### src/rtl/i2s_pkg.sv
// Shared constants for the I2S receive path: default word width, synchroniser
// depth, bit-counter width and the channel encoding carried on word select.
`timescale 1ns/1ps
package i2s_pkg;

  localparam int I2S_WORD_WIDTH  = 16;
  localparam int I2S_SYNC_STAGES = 2;
  localparam int I2S_CNT_WIDTH   = 8;

  localparam logic I2S_CHNL_LEFT  = 1'b0;
  localparam logic I2S_CHNL_RIGHT = 1'b1;

  // Bit counter increment that sticks at all-ones on very long frames.
  function automatic logic [I2S_CNT_WIDTH-1:0] i2s_cnt_inc(input logic [I2S_CNT_WIDTH-1:0] cnt);
    return (&cnt) ? cnt : cnt + I2S_CNT_WIDTH'(1);
  endfunction

endpackage

### src/rtl/i2s_sync_edge.sv
// Multi-flop synchroniser for one asynchronous I2S line, with an optional
// rising-edge detector behind it (used for the bit clock only).
`timescale 1ns/1ps
module i2s_sync_edge
  import i2s_pkg::*;
#(
  parameter int STAGES  = I2S_SYNC_STAGES,
  parameter bit EDGE_EN = 1'b0
) (
  input  logic clk_i,
  input  logic rst_ni,
  input  logic i_async,
  output logic o_sync,
  output logic o_rise
);

  logic [STAGES-1:0] r_sync;

  // Shift the asynchronous line through the synchroniser chain.
  always_ff @(posedge clk_i or negedge rst_ni) begin
    if (!rst_ni) begin
      r_sync <= '0;
    end else begin
      // NOTE: non-blocking so each flop takes its neighbour's pre-edge value.
      r_sync <= {r_sync[STAGES-2:0], i_async};
    end
  end

  assign o_sync = r_sync[STAGES-1];

  generate
    if (EDGE_EN) begin : g_edge
      logic r_last;

      // One extra flop behind the chain; a 0->1 step across it marks a rise.
      always_ff @(posedge clk_i or negedge rst_ni) begin
        if (!rst_ni) begin
          r_last <= 1'b0;
        end else begin
          r_last <= o_sync;
        end
      end

      assign o_rise = o_sync & ~r_last;
    end else begin : g_no_edge
      assign o_rise = 1'b0;
    end
  endgenerate

endmodule

### src/rtl/i2s_slave_rx.sv
// I2S slave receiver. Oversamples sclk/wsel/sdat in the clk_i domain,
// deserialises MSB-first words and presents each one with its channel on a
// single-entry valid/ready port. A word select change marks the LSB of the
// word for the previous channel. Optional macro I2S_RX_FRAME_ERR_EN adds a
// sticky frame_err_o flag for frames whose length differs from WORD_WIDTH.
`timescale 1ns/1ps
module i2s_slave_rx
  import i2s_pkg::*;
#(
  parameter int WORD_WIDTH = I2S_WORD_WIDTH
) (
  input  logic                  clk_i,
  input  logic                  rst_ni,
  input  logic                  sclk_i,
  input  logic                  wsel_i,
  input  logic                  sdat_i,
  output logic [WORD_WIDTH-1:0] data_o,
  output logic                  lr_chnl_o,
  output logic                  valid_o,
  input  logic                  ready_i,
  output logic                  overrun_o
`ifdef I2S_RX_FRAME_ERR_EN
  ,
  output logic                  frame_err_o
`endif
);

  logic w_sclk_s_unused, w_sclk_rise;
  logic w_wsel_s, w_wsel_rise_unused;
  logic w_sdat_s, w_sdat_rise_unused;

  i2s_sync_edge #(.EDGE_EN(1'b1)) u_sync_sclk (
    .clk_i (clk_i), .rst_ni(rst_ni), .i_async(sclk_i),
    .o_sync(w_sclk_s_unused), .o_rise(w_sclk_rise)
  );
  i2s_sync_edge #(.EDGE_EN(1'b0)) u_sync_wsel (
    .clk_i (clk_i), .rst_ni(rst_ni), .i_async(wsel_i),
    .o_sync(w_wsel_s), .o_rise(w_wsel_rise_unused)
  );
  i2s_sync_edge #(.EDGE_EN(1'b0)) u_sync_sdat (
    .clk_i (clk_i), .rst_ni(rst_ni), .i_async(sdat_i),
    .o_sync(w_sdat_s), .o_rise(w_sdat_rise_unused)
  );

  logic [I2S_CNT_WIDTH-1:0] r_cnt;
  logic [WORD_WIDTH-1:0]    r_shift;
  logic [WORD_WIDTH-1:0]    w_word;
  logic                     r_wprev;
  logic                     r_synced;
  logic                     w_chg;
  logic                     w_word_done;

  logic [WORD_WIDTH-1:0]    r_data;
  logic                     r_lr;
  logic                     r_valid;
  logic                     r_overrun;

  assign w_chg       = w_sclk_rise & (w_wsel_s ^ r_wprev);
  assign w_word_done = w_chg & r_synced;

  // Shift register with the current bit dropped into slot WORD_WIDTH-1-cnt;
  // bits beyond the word width leave it untouched (truncation).
  always_comb begin
    // NOTE: default assignment first so this block can never infer a latch.
    w_word = r_shift;
    for (int i = 0; i < WORD_WIDTH; i++) begin
      if (int'(r_cnt) == WORD_WIDTH - 1 - i) w_word[i] = w_sdat_s;
    end
  end

  // Deserialiser: collect bits per sclk rise, restart on a word select change.
  always_ff @(posedge clk_i or negedge rst_ni) begin
    if (!rst_ni) begin
      r_cnt    <= '0;
      r_shift  <= '0;
      r_wprev  <= I2S_CHNL_LEFT;
      r_synced <= 1'b0;
    end else if (w_sclk_rise) begin
      if (w_chg) begin
        r_cnt    <= '0;
        r_shift  <= '0;
        r_synced <= 1'b1;
      end else begin
        r_shift <= w_word;
        r_cnt   <= i2s_cnt_inc(r_cnt);
      end
      r_wprev <= w_wsel_s;
    end
  end

  // Single-entry output stage: load when free or emptying, else drop and flag.
  always_ff @(posedge clk_i or negedge rst_ni) begin
    if (!rst_ni) begin
      r_data    <= '0;
      r_lr      <= I2S_CHNL_LEFT;
      r_valid   <= 1'b0;
      r_overrun <= 1'b0;
    end else if (w_word_done) begin
      if (!r_valid || ready_i) begin
        r_data  <= w_word;
        r_lr    <= r_wprev;
        r_valid <= 1'b1;
      end else begin
        r_overrun <= 1'b1;
      end
    end else if (r_valid && ready_i) begin
      r_valid <= 1'b0;
    end
  end

  assign data_o    = r_data;
  assign lr_chnl_o = r_lr;
  assign valid_o   = r_valid;
  assign overrun_o = r_overrun;

`ifdef I2S_RX_FRAME_ERR_EN
  logic r_frame_err;

  // Sticky flag: a synced word ended after a bit count other than WORD_WIDTH.
  always_ff @(posedge clk_i or negedge rst_ni) begin
    if (!rst_ni) begin
      r_frame_err <= 1'b0;
    end else if (w_word_done && (int'(r_cnt) != WORD_WIDTH - 1)) begin
      r_frame_err <= 1'b1;
    end
  end

  assign frame_err_o = r_frame_err;
`endif

endmodule
### config.mk
export PLATFORM = sky130hd
export DESIGN_NAME = i2s_slave_rx
export DESIGN_NICKNAME = d
export VERILOG_FILES = /design/src/rtl/i2s_pkg.sv /design/src/rtl/i2s_sync_edge.sv /design/src/rtl/i2s_slave_rx.sv
export SDC_FILE = /design/constraint.sdc
export NUM_CORES = 1
export LEC_CHECK = 0
export CAP_MARGIN = 20
export CORE_UTILIZATION = 56
export CTS_CLUSTER_DIAMETER = 60
export DETAILED_ROUTE_END_ITERATION = 6
export HOLD_SLACK_MARGIN = 0.02
export PLACE_DENSITY = 0.79
export SLEW_MARGIN = 0
export SYNTH_ARGS = -nofsm -noshare
export SYNTH_HDL_FRONTEND = slang
export SYNTH_SLANG_ARGS = --single-unit
### constraint.sdc
create_clock -name clk_i -period 2.2 [get_ports clk_i]
set_clock_uncertainty 0.2 [all_clocks]
set_input_delay 0.44 -clock clk_i [delete_from_list [all_inputs] [get_ports clk_i]]
set_output_delay 0.44 -clock clk_i [all_outputs]
set_load 0.005 [all_outputs]
# Word level (Yosys, flattened, before mapping)
# Index checks and enable logic that the tools add are counted.
[op_classes]
mux = 22
n_lt_le_gt_ge = 0
n_eq_ne = 17
mul = 0
n_reduce_logical = 11
shift = 0
bitwise_logic = 6
div = 0
n_addsub = 1
[ops]
columns = ["operator", "n"]
rows = [
  ["$eq 8x5->1 const B", 8],
  ["$eq 8x4->1 const B", 4],
  ["$mux 1", 19],
  ["$eq 8x3->1 const B", 2],
  ["$mux 16", 1],
  ["$mux 8", 2],
  ["$reduce_and 2->1", 5],
  ["$add 8x1->8 const B", 1],
  ["$eq 8x2->1 const B", 1],
  ["$logic_not 8->1", 1],
  ["$reduce_and 8->1", 1],
  ["$and 1x1->1", 3],
  ["$ne 2x1->1 const B", 1],
  ["$ne 2x2->1 const B", 1],
  ["$not 1->1", 2],
  ["$reduce_bool 2->1", 1],
  ["$logic_and 1x1->1", 1],
  ["$logic_not 1->1", 1],
  ["$logic_or 1x1->1", 1],
  ["$xor 1x1->1", 1],
]
[word_totals]
romBits = 0
register_bits = 52
memories = 0
mem_bits_rw = 0
latch_bits = 0
output_inout_bits = 19
elab_cells = 69
in_bits = 6

# Depth between registers and ports, before layout
# Gate-level depths: netlist (run 1).
[logic_depth]
ltp_word = 6
depth_mapped = 6
mapped_depth_nobuf = 5

# Cells and area by module
# Synthesis (run 1) repeated with hierarchy kept, for this count alone.
[unflattened]
hier_cells = 251
hier_area_um2 = 2562.5
[modules_own_cells]
columns = ["mod", "seq_area_each_um2", "area_each_um2", "cells_each", "instances"]
rows = [
  ["i2s_slave_rx", 1126.1, 2351.0, 239, 1],
  ["i2s_sync_edge (u_sync_sdat ...)", 50.0, 61.3, 4, 2],
  ["i2s_sync_edge (u_sync_sclk)", 75.1, 88.8, 4, 1],
]

# Worst setup path before layout (run 1)
# OpenSTA, ideal clock, no wires.
[synth_path]
path_type = "flip-flop to flip-flop"
start = "reg r_wprev"
end = "reg r_cnt[5]"
t_required_ns = 1.931
setup_slack_ns = 0.550
setup_time_ns = 0.069
period_less_slack_ns = 1.650
path_buffers = 0
arrival_time_ns = 1.381
path_stages_with_launch = 5
path_cell_list = "dfrtp_1 xnor2_4 nand2_2 or4_1 nand3_1"
[synth_between]
elab_chain_cells = 4
elab_cells_between_ends = 5
cone_classes = "1 x eq/ne; 1 x mux; 2 x bitwise; 1 x reduce/logical"
[synth_lines]
columns = ["element", "line_no", "source"]
rows = [
  ["start, declared", "i2s_slave_rx.sv:48", "logic r_wprev;"],
  ["start signal, assigned", "i2s_slave_rx.sv:87", "r_wprev <= w_wsel_s;"],
  ["$xor 1x1->1 (*)", "i2s_slave_rx.sv:58", "assign w_chg = w_sclk_rise & (w_wsel_s ^ r_wprev);"],
  ["$and 1x1->1 (*)", "i2s_slave_rx.sv:58", ""],
  ["$ne 2x2->1 (no source line)", "-", ""],
  ["$reduce_and 2->1 (no source line)", "-", ""],
  ["end signal, assigned", "i2s_slave_rx.sv:85", "r_cnt <= i2s_cnt_inc(r_cnt);"],
  ["end, declared", "i2s_slave_rx.sv:45", "logic [I2S_CNT_WIDTH-1:0] r_cnt;"],
]
# Every way passes the cells marked *; elsewhere a longest branch is shown, timed or not.
# A chain may end at the register's enable or synchronous reset.

# Worst setup path after layout (run 1)
[layout_path]
start = "reg r_cnt[0]"
end = "reg r_cnt[5]"
[layout_between]
elab_chain_cells = 3
elab_cells_between_ends = 6
cone_classes = "1 x add/sub; 1 x eq/ne; 2 x mux; 2 x reduce/logical"
[layout_lines]
columns = ["element", "line_no", "source"]
rows = [
  ["$add 8x1->8 or $reduce_and 8->1 (tied branches)", "i2s_pkg.sv:15", "return (&cnt) ? cnt : cnt + I2S_CNT_WIDTH'(1);"],
  ["$mux 8 or $ne 2x2->1 (tied branches)", "-", ""],
  ["$mux 8 or $reduce_and 2->1 (tied branches)", "-", ""],
]
# Parallel ways exist; a longest one is shown, timed or not. The select of a mux whose other input is x is not followed.

==> results of run 1 <==
[registers in the layout, summed over array words and instances, names as in the netlist]
name and count:
data_o 16, r_shift 16, r_cnt 8, u_sync_sclk.r_sync 2, u_sync_sdat.r_sync 2, u_sync_wsel.r_sync 2
lr_chnl_o 1, overrun_o 1, r_synced 1, r_wprev 1, u_sync_sclk.g_edge.r_last 1, valid_o 1
[cells in the mapped netlist (3+ instances only)]
cell,n
a21oi_1,12
a31oi_1,8
buf_2,7
buf_6,3
clkbuf_1,6
dfrtp_1,52
ha_1,4
inv_1,13
mux2i_1,16
nand2_1,26
nand3_1,23
nor2_1,3
nor2b_1,3
o21ai_0,13
o21ai_1,16
o22ai_1,10
[kinds of logic after synthesis]
logic type | count (synthesis)
compound gates | 71
simple gates | 65
flops | 52
buf+inv | 30
mux | 18
fa+ha+maj | 4
xor+xnor | 2
[critical path: stages (launching register included)]
cell,delay (ns)
dfrtp_1,0.44
ha_1,0.46
nand3_1,0.16
o21bai_1,0.28
or4_1,0.15
nand3_1,0.07
[report_power, final]
part	internal [W]	switching (W)
combinational	0.000327	0.000348
clock	0.000338	0.000295
sequential	0.00109	0.000114
[what timing repair did]
item                                    4_1_cts  5_1_grt
hold buffers                                  1        0
endpoints found under the setup margin        0        0
hold endpoints to repair                     19        0
setup buffers                                 0        0
[stage by stage]
step,power [W],std cells
2_1_floorplan,0.00163,242
3_3_place_gp,0.00187,309
3_5_place_dp,0.00190,309
4_1_cts,0.00253,318
5_1_grt,0.00266,318
6_report,0.00251,318
[metal layers]
layer  global-route usage  share of wire
met5                    0              0
met3               0.0500          0.043
met4               0.0964          0.015
met1                0.279           0.46
met2                0.387           0.48
[how the worst min path moves through the flow]
| stage | startpoint | depth (start not counted) | to | slack [ns] |
|---|---|---|---|---|
| after floorplan | rst_ni | 0 | data_o[0] | -0.06 |
| after global routing | u_sync_wsel.r_sync[0] | 0 | u_sync_wsel.r_sync[1] | 0.16 |
| after CTS | u_sync_wsel.r_sync[0] | 0 | u_sync_wsel.r_sync[1] | 0.16 |
| after detailed placement | u_sync_wsel.r_sync[0] | 0 | u_sync_wsel.r_sync[1] | 0.14 |
| after global placement | u_sync_sdat.r_sync[0] | 0 | u_sync_sdat.r_sync[1] | 0.13 |
| final | u_sync_sdat.r_sync[0] | 0 | u_sync_sdat.r_sync[1] | 0.15 |
[cell type report]
type / count / area (sq um) / area share
repair buffers: 35 / 333 / 0.116
clock buffers: 6 / 72.6 / 0.0252
clock inverters: 2 / 35.0 / 0.0122
inverters: 13 / 48.8 / 0.0170
well taps: 50 / 62.6 / 0.0217
multi-input cells: 160 / 1020 / 0.356
flip-flops and latches: 52 / 1300 / 0.452
==> run_results.csv, run 1 <==
group,metric,value,unit
synthesis,synth_adder_area_share,0.0202,
placement,io_buffers,24,
synthesis,synth_seq_area_share,0.526,
floorplanning,die_area,4690,sq um
cells_and_area,fillers,335,
sta,fin_crit,1.88,ns
cells_and_area,final_layout_size_suffix_gt1_frac,0.0933,
critical_path,startpoint,"r_cnt[0]",
sta,min_period_over_period,0.854,
worst_hold_path,hp-class,"register to register",
synthesis,synthTopCellsByArea,"dfrtp_1 53%, mux2i_1 6.5%, nand3_1 4.7%",
cells_and_area,stdcell_area,2880,sq um
synthesis,synth_top_area_cell,"dfrtp_1",
clock_network,cts_buffers,5,
clock_network,cts.sinks,52,
sta,report.final.slew_viol_count,0,
placement,post_dp_cell_area,2760,sq um
power_and_ir_drop,ir_drop,0.633,mV
power_and_ir_drop,p_per_area,873,nW/um^2
floorplanning,coreArea,4120,sq um
critical_path,cp.required,2.18,ns
clock_network,root_buffer,"clkbuf_8",
synthesis,ys_ff_latch,52,
synthesis,synth_top_family_by_area,"compound AO/OA/AOI/OAI gates",
critical_path,crit_type,"register to register",
drt,drt-total-wl,4600,um
sta,fin_setup_tns,0,ns
synthesis,synthSimpleGateAreaFrac,0.135,
clock_network,cts-resized-gates,0,
critical_path,setup.worst_path.end_class,"register",
global_route,grt_pass1_vias,1746,
global_route,grt_max_degree,34,
critical_path,reg2reg_depth,5,
floorplanning,die_h,68.5,um
run,drv_cap,0,
critical_path,start_kind,"register",
drt,drc,0,
synthesis,synth-edff-count,0,
synthesis,synth_fp_nets,252,
drt,wl_per_cell,14.5,um
synthesis,synth_area_per_cell,10.2,sq um
synthesis,synthFlopType,"dfrtp_1",
synthesis,yosysTopAreaCellShare,0.526,
placement,place_congestion,0.867,
synthesis,netlist_area,2470,sq um
global_route,grt_pass1_wl,7780,um
clock_network,cts_tree,"done",
outcome,outcome,"finished clean",
critical_path,worstPathMaxFanout,13,
critical_path,rrSetupSlack,0.32,ns
sta,holdWs,0.153,ns
clock_network,clk_pin_slew,0.09,ns
sta,fmax,532,MHz
clock_network,htree_levels,2,
critical_path,arrival,1.86,ns
cells_and_area,nets,277,
synthesis,synth_warnings,0,
synthesis,ys_types,36,
global_route,grt_usage,0.228,
synthesis,synth_cells,242,
synthesis,synth-compound-area-share,0.167,
placement,dp_hpwl,3110,um
drt,drt_first_pass_iters,4,
global_route,grt_remaining_overflow,0,
drt,antenna_left,0,
floorplanning,initial_core_util,0.601,
cells_and_area,final_common_cell,"dfrtp_1",
drt,via_per_inst,5.80,
clock_network,clk-insertion-delay-late,0.30,ns
critical_path,setup.worst_path.end,"r_cnt[5]",
floorplanning,fp.dieW,68.5,um
floorplanning,rows,23,
sta,rsz0062_at_grt,"false",
global_route,antenna_found_initial,0,
sta,relSlewSlack,0.646,
power_and_ir_drop,cellLeakagePower,1.28,nW
sta,worst_pin_slew,0.531,ns
sta,hold_viol,0,
sta,setup_viol,0,
drt,vias,1844,
cells_and_area,most-common-layout-cells,"52 x dfrtp_1, 26 x nand2_1, 23 x nand3_1, 23 x clkdlybuf4s50_1",
cells_and_area,area_growth,16.3,%
critical_path,reg2reg_to,"r_cnt[5]",
sta,setup_ws,0.321,ns
synthesis,muxShareOfSynthArea,0.0738,
cells_and_area,diodes,0,
drt,initialDrtViolationCount,104,
critical_path,worstReg2RegStart,"r_cnt[0]",
synthesis,synthXorXnorAreaFrac,0.0177,
cells_and_area,final_util,0.699,
placement,dpl_worst_slack,0.256,ns
floorplanning,pin_count,25,
clock_network,clockBufferDepth,2,
synthesis,async_reset_ff_frac,1.00,
No activity file was read; power rests on OpenSTA's default activity.
==> run 2: changes to the inputs <==
--- a/config.mk
+++ b/config.mk
@@ -6,11 +6,10 @@
 export NUM_CORES = 1
 export LEC_CHECK = 0
 export CAP_MARGIN = 20
-export CORE_UTILIZATION = 56
+export CORE_UTILIZATION = 35
 export CTS_CLUSTER_DIAMETER = 60
 export DETAILED_ROUTE_END_ITERATION = 6
 export HOLD_SLACK_MARGIN = 0.02
-export PLACE_DENSITY = 0.79
 export SLEW_MARGIN = 0
 export SYNTH_ARGS = -nofsm -noshare
 export SYNTH_HDL_FRONTEND = slang
==> constraint.sdc (replaced) <==
create_clock -name clk_i -period 1.66 [get_ports clk_i]
set_clock_uncertainty 0.2 [all_clocks]
set_input_delay 0.332 -clock clk_i [delete_from_list [all_inputs] [get_ports clk_i]]
set_output_delay 0.332 -clock clk_i [all_outputs]
set_load 0.005 [all_outputs]
==> run 2 against run 1 <==
Net effect: the run now ends with setup timing left; sequential cell count unchanged; via count grew 5.0%; critical path depth stayed put; register-to-register slack lost 0.37 ns; sequential power rose by 31%; total power is 47% higher; routed wire length up 13%; largest power group unchanged.
==> run_results.csv, run 2 (synthesis results as in run 1) <==
group,metric,value,unit
outcome,outcome,"complete, but fails checks",
outcome,violations,"setup timing",
worst_hold_path,hp-class,"register to register",
drt,drc,0,
floorplanning,die_area,7410,sq um
clock_network,htree_levels,2,
clock_network,cts.sinks,52,
floorplanning,initial_core_util,0.364,
drt,wl_per_cell,13.2,um
sta,worst_pin_slew,0.447,ns
clock_network,clockBufferDepth,2,
power_and_ir_drop,p_per_area,1080,nW/um^2
critical_path,cp.required,1.66,ns
floorplanning,rows,30,
sta,fmax,586,MHz
critical_path,setup.worst_path.end_class,"register",
sta,rsz0062_at_grt,"true",
sta,report.final.slew_viol_count,0,
floorplanning,pin_count,25,
placement,dpl_worst_slack,-0.0915,ns
drt,drt_first_pass_iters,4,
cells_and_area,area_growth,38.3,%
critical_path,arrival,1.70,ns
placement,io_buffers,24,
drt,antenna_left,0,
cells_and_area,most-common-layout-cells,"48 x dfrtp_1, 30 x buf_4, 26 x o21ai_1",
floorplanning,die_h,86.1,um
cells_and_area,diodes,0,
global_route,grt_max_degree,53,
clock_network,cts_buffers,5,
cells_and_area,final_layout_size_suffix_gt1_frac,0.315,
global_route,grt_usage,0.149,
sta,holdWs,0.155,ns
drt,via_per_inst,4.91,
drt,drt-total-wl,5190,um
sta,relSlewSlack,0.702,
sta,setup_viol,17,
clock_network,clk_pin_slew,0.11,ns
placement,place_congestion,0.774,
clock_network,clk-insertion-delay-late,0.31,ns
clock_network,root_buffer,"clkbuf_8",
floorplanning,fp.dieW,86.1,um
drt,vias,1936,
floorplanning,coreArea,6790,sq um
global_route,grt_pass1_wl,8720,um
critical_path,crit_type,"register to register",
global_route,antenna_found_initial,0,
global_route,grt_remaining_overflow,0,
sta,hold_viol,0,
placement,dp_hpwl,3220,um
critical_path,rrSetupSlack,-0.05,ns
critical_path,start_kind,"register",
sta,fin_crit,1.71,ns
critical_path,worstPathMaxFanout,5,
run,drv_cap,0,
power_and_ir_drop,cellLeakagePower,1.55,nW
cells_and_area,final_common_cell,"dfrtp_1",
drt,initialDrtViolationCount,101,
clock_network,cts_tree,"done",
power_and_ir_drop,ir_drop,0.540,mV
sta,setup_ws,-0.0461,ns
global_route,grt_pass1_vias,1884,
cells_and_area,nets,307,
sta,min_period_over_period,1.03,
## run 2: path summary, 6_finish.rpt
kind                                        from                     to  cells after the start
max reg2reg                             r_cnt[0]             r_shift[9]                      5
max                                     r_cnt[0]             r_shift[9]                      5
max in group asynchronous                 rst_ni               r_cnt[2]                      3
min in group asynchronous                 rst_ni             r_shift[1]                      3
min reg2reg                u_sync_wsel.r_sync[0]  u_sync_wsel.r_sync[1]                      0
min                        u_sync_wsel.r_sync[0]  u_sync_wsel.r_sync[1]                      0
## run 2: per-layer routing
layer | up-vias | global-route usage | part of all wire
met5 | - | 0 | 0
met4 | 0 | 0.0515 | 0.013
met3 | 6 | 0.0289 | 0.029
met2 | 30 | 0.267 | 0.50
met1 | 924 | 0.179 | 0.46
li1 | 976 | - | -
## run 2: metrics by stage
stage / TNS (ns) / cells / area, sq um / total power [W] / util
2_1_floorplan: 0 / 242 / 2470 / 0.00216 / -
3_3_place_gp: -1.11 / 368 / 2970 / 0.00260 / 0.436
3_5_place_dp: -1.45 / 368 / 2970 / 0.00262 / 0.436
4_1_cts: -0.121 / 388 / 3140 / 0.00343 / 0.463
5_1_grt: -3.16 / 394 / 3420 / 0.00391 / 0.503
6_report: -0.372 / 394 / 3420 / 0.00368 / 0.503
## run 2: worst max-delay path, stage by stage (launching register included)
cell and delay [ns]:
dfrtp_2 0.45, inv_1 0.09, ha_1 0.41, nand3_2 0.17, a21oi_1 0.18, o22ai_1 0.09
## run 2: what timing repair did
item	4_1_cts	5_1_grt
gates resized for setup	22	58
pin swaps	1	18
setup buffers	11	4
endpoints found under the setup margin	30	41
hold buffers	1	0
gates cloned	0	2
hold endpoints to repair	52	0
## run 2: power by group
part           switching, W  internal, W
sequential         0.000136      0.00145
combinational      0.000672     0.000651
clock              0.000431     0.000342
## run 2: final cells by class
cell class	count	area, sq um
sequential	52	1310
clock buffer	6	82.6
fill	630	3370
tap	96	120
timing repair buffer	65	617
inverter	13	48.8
multi-input combinational	160	1230
clock inverter	2	13.8
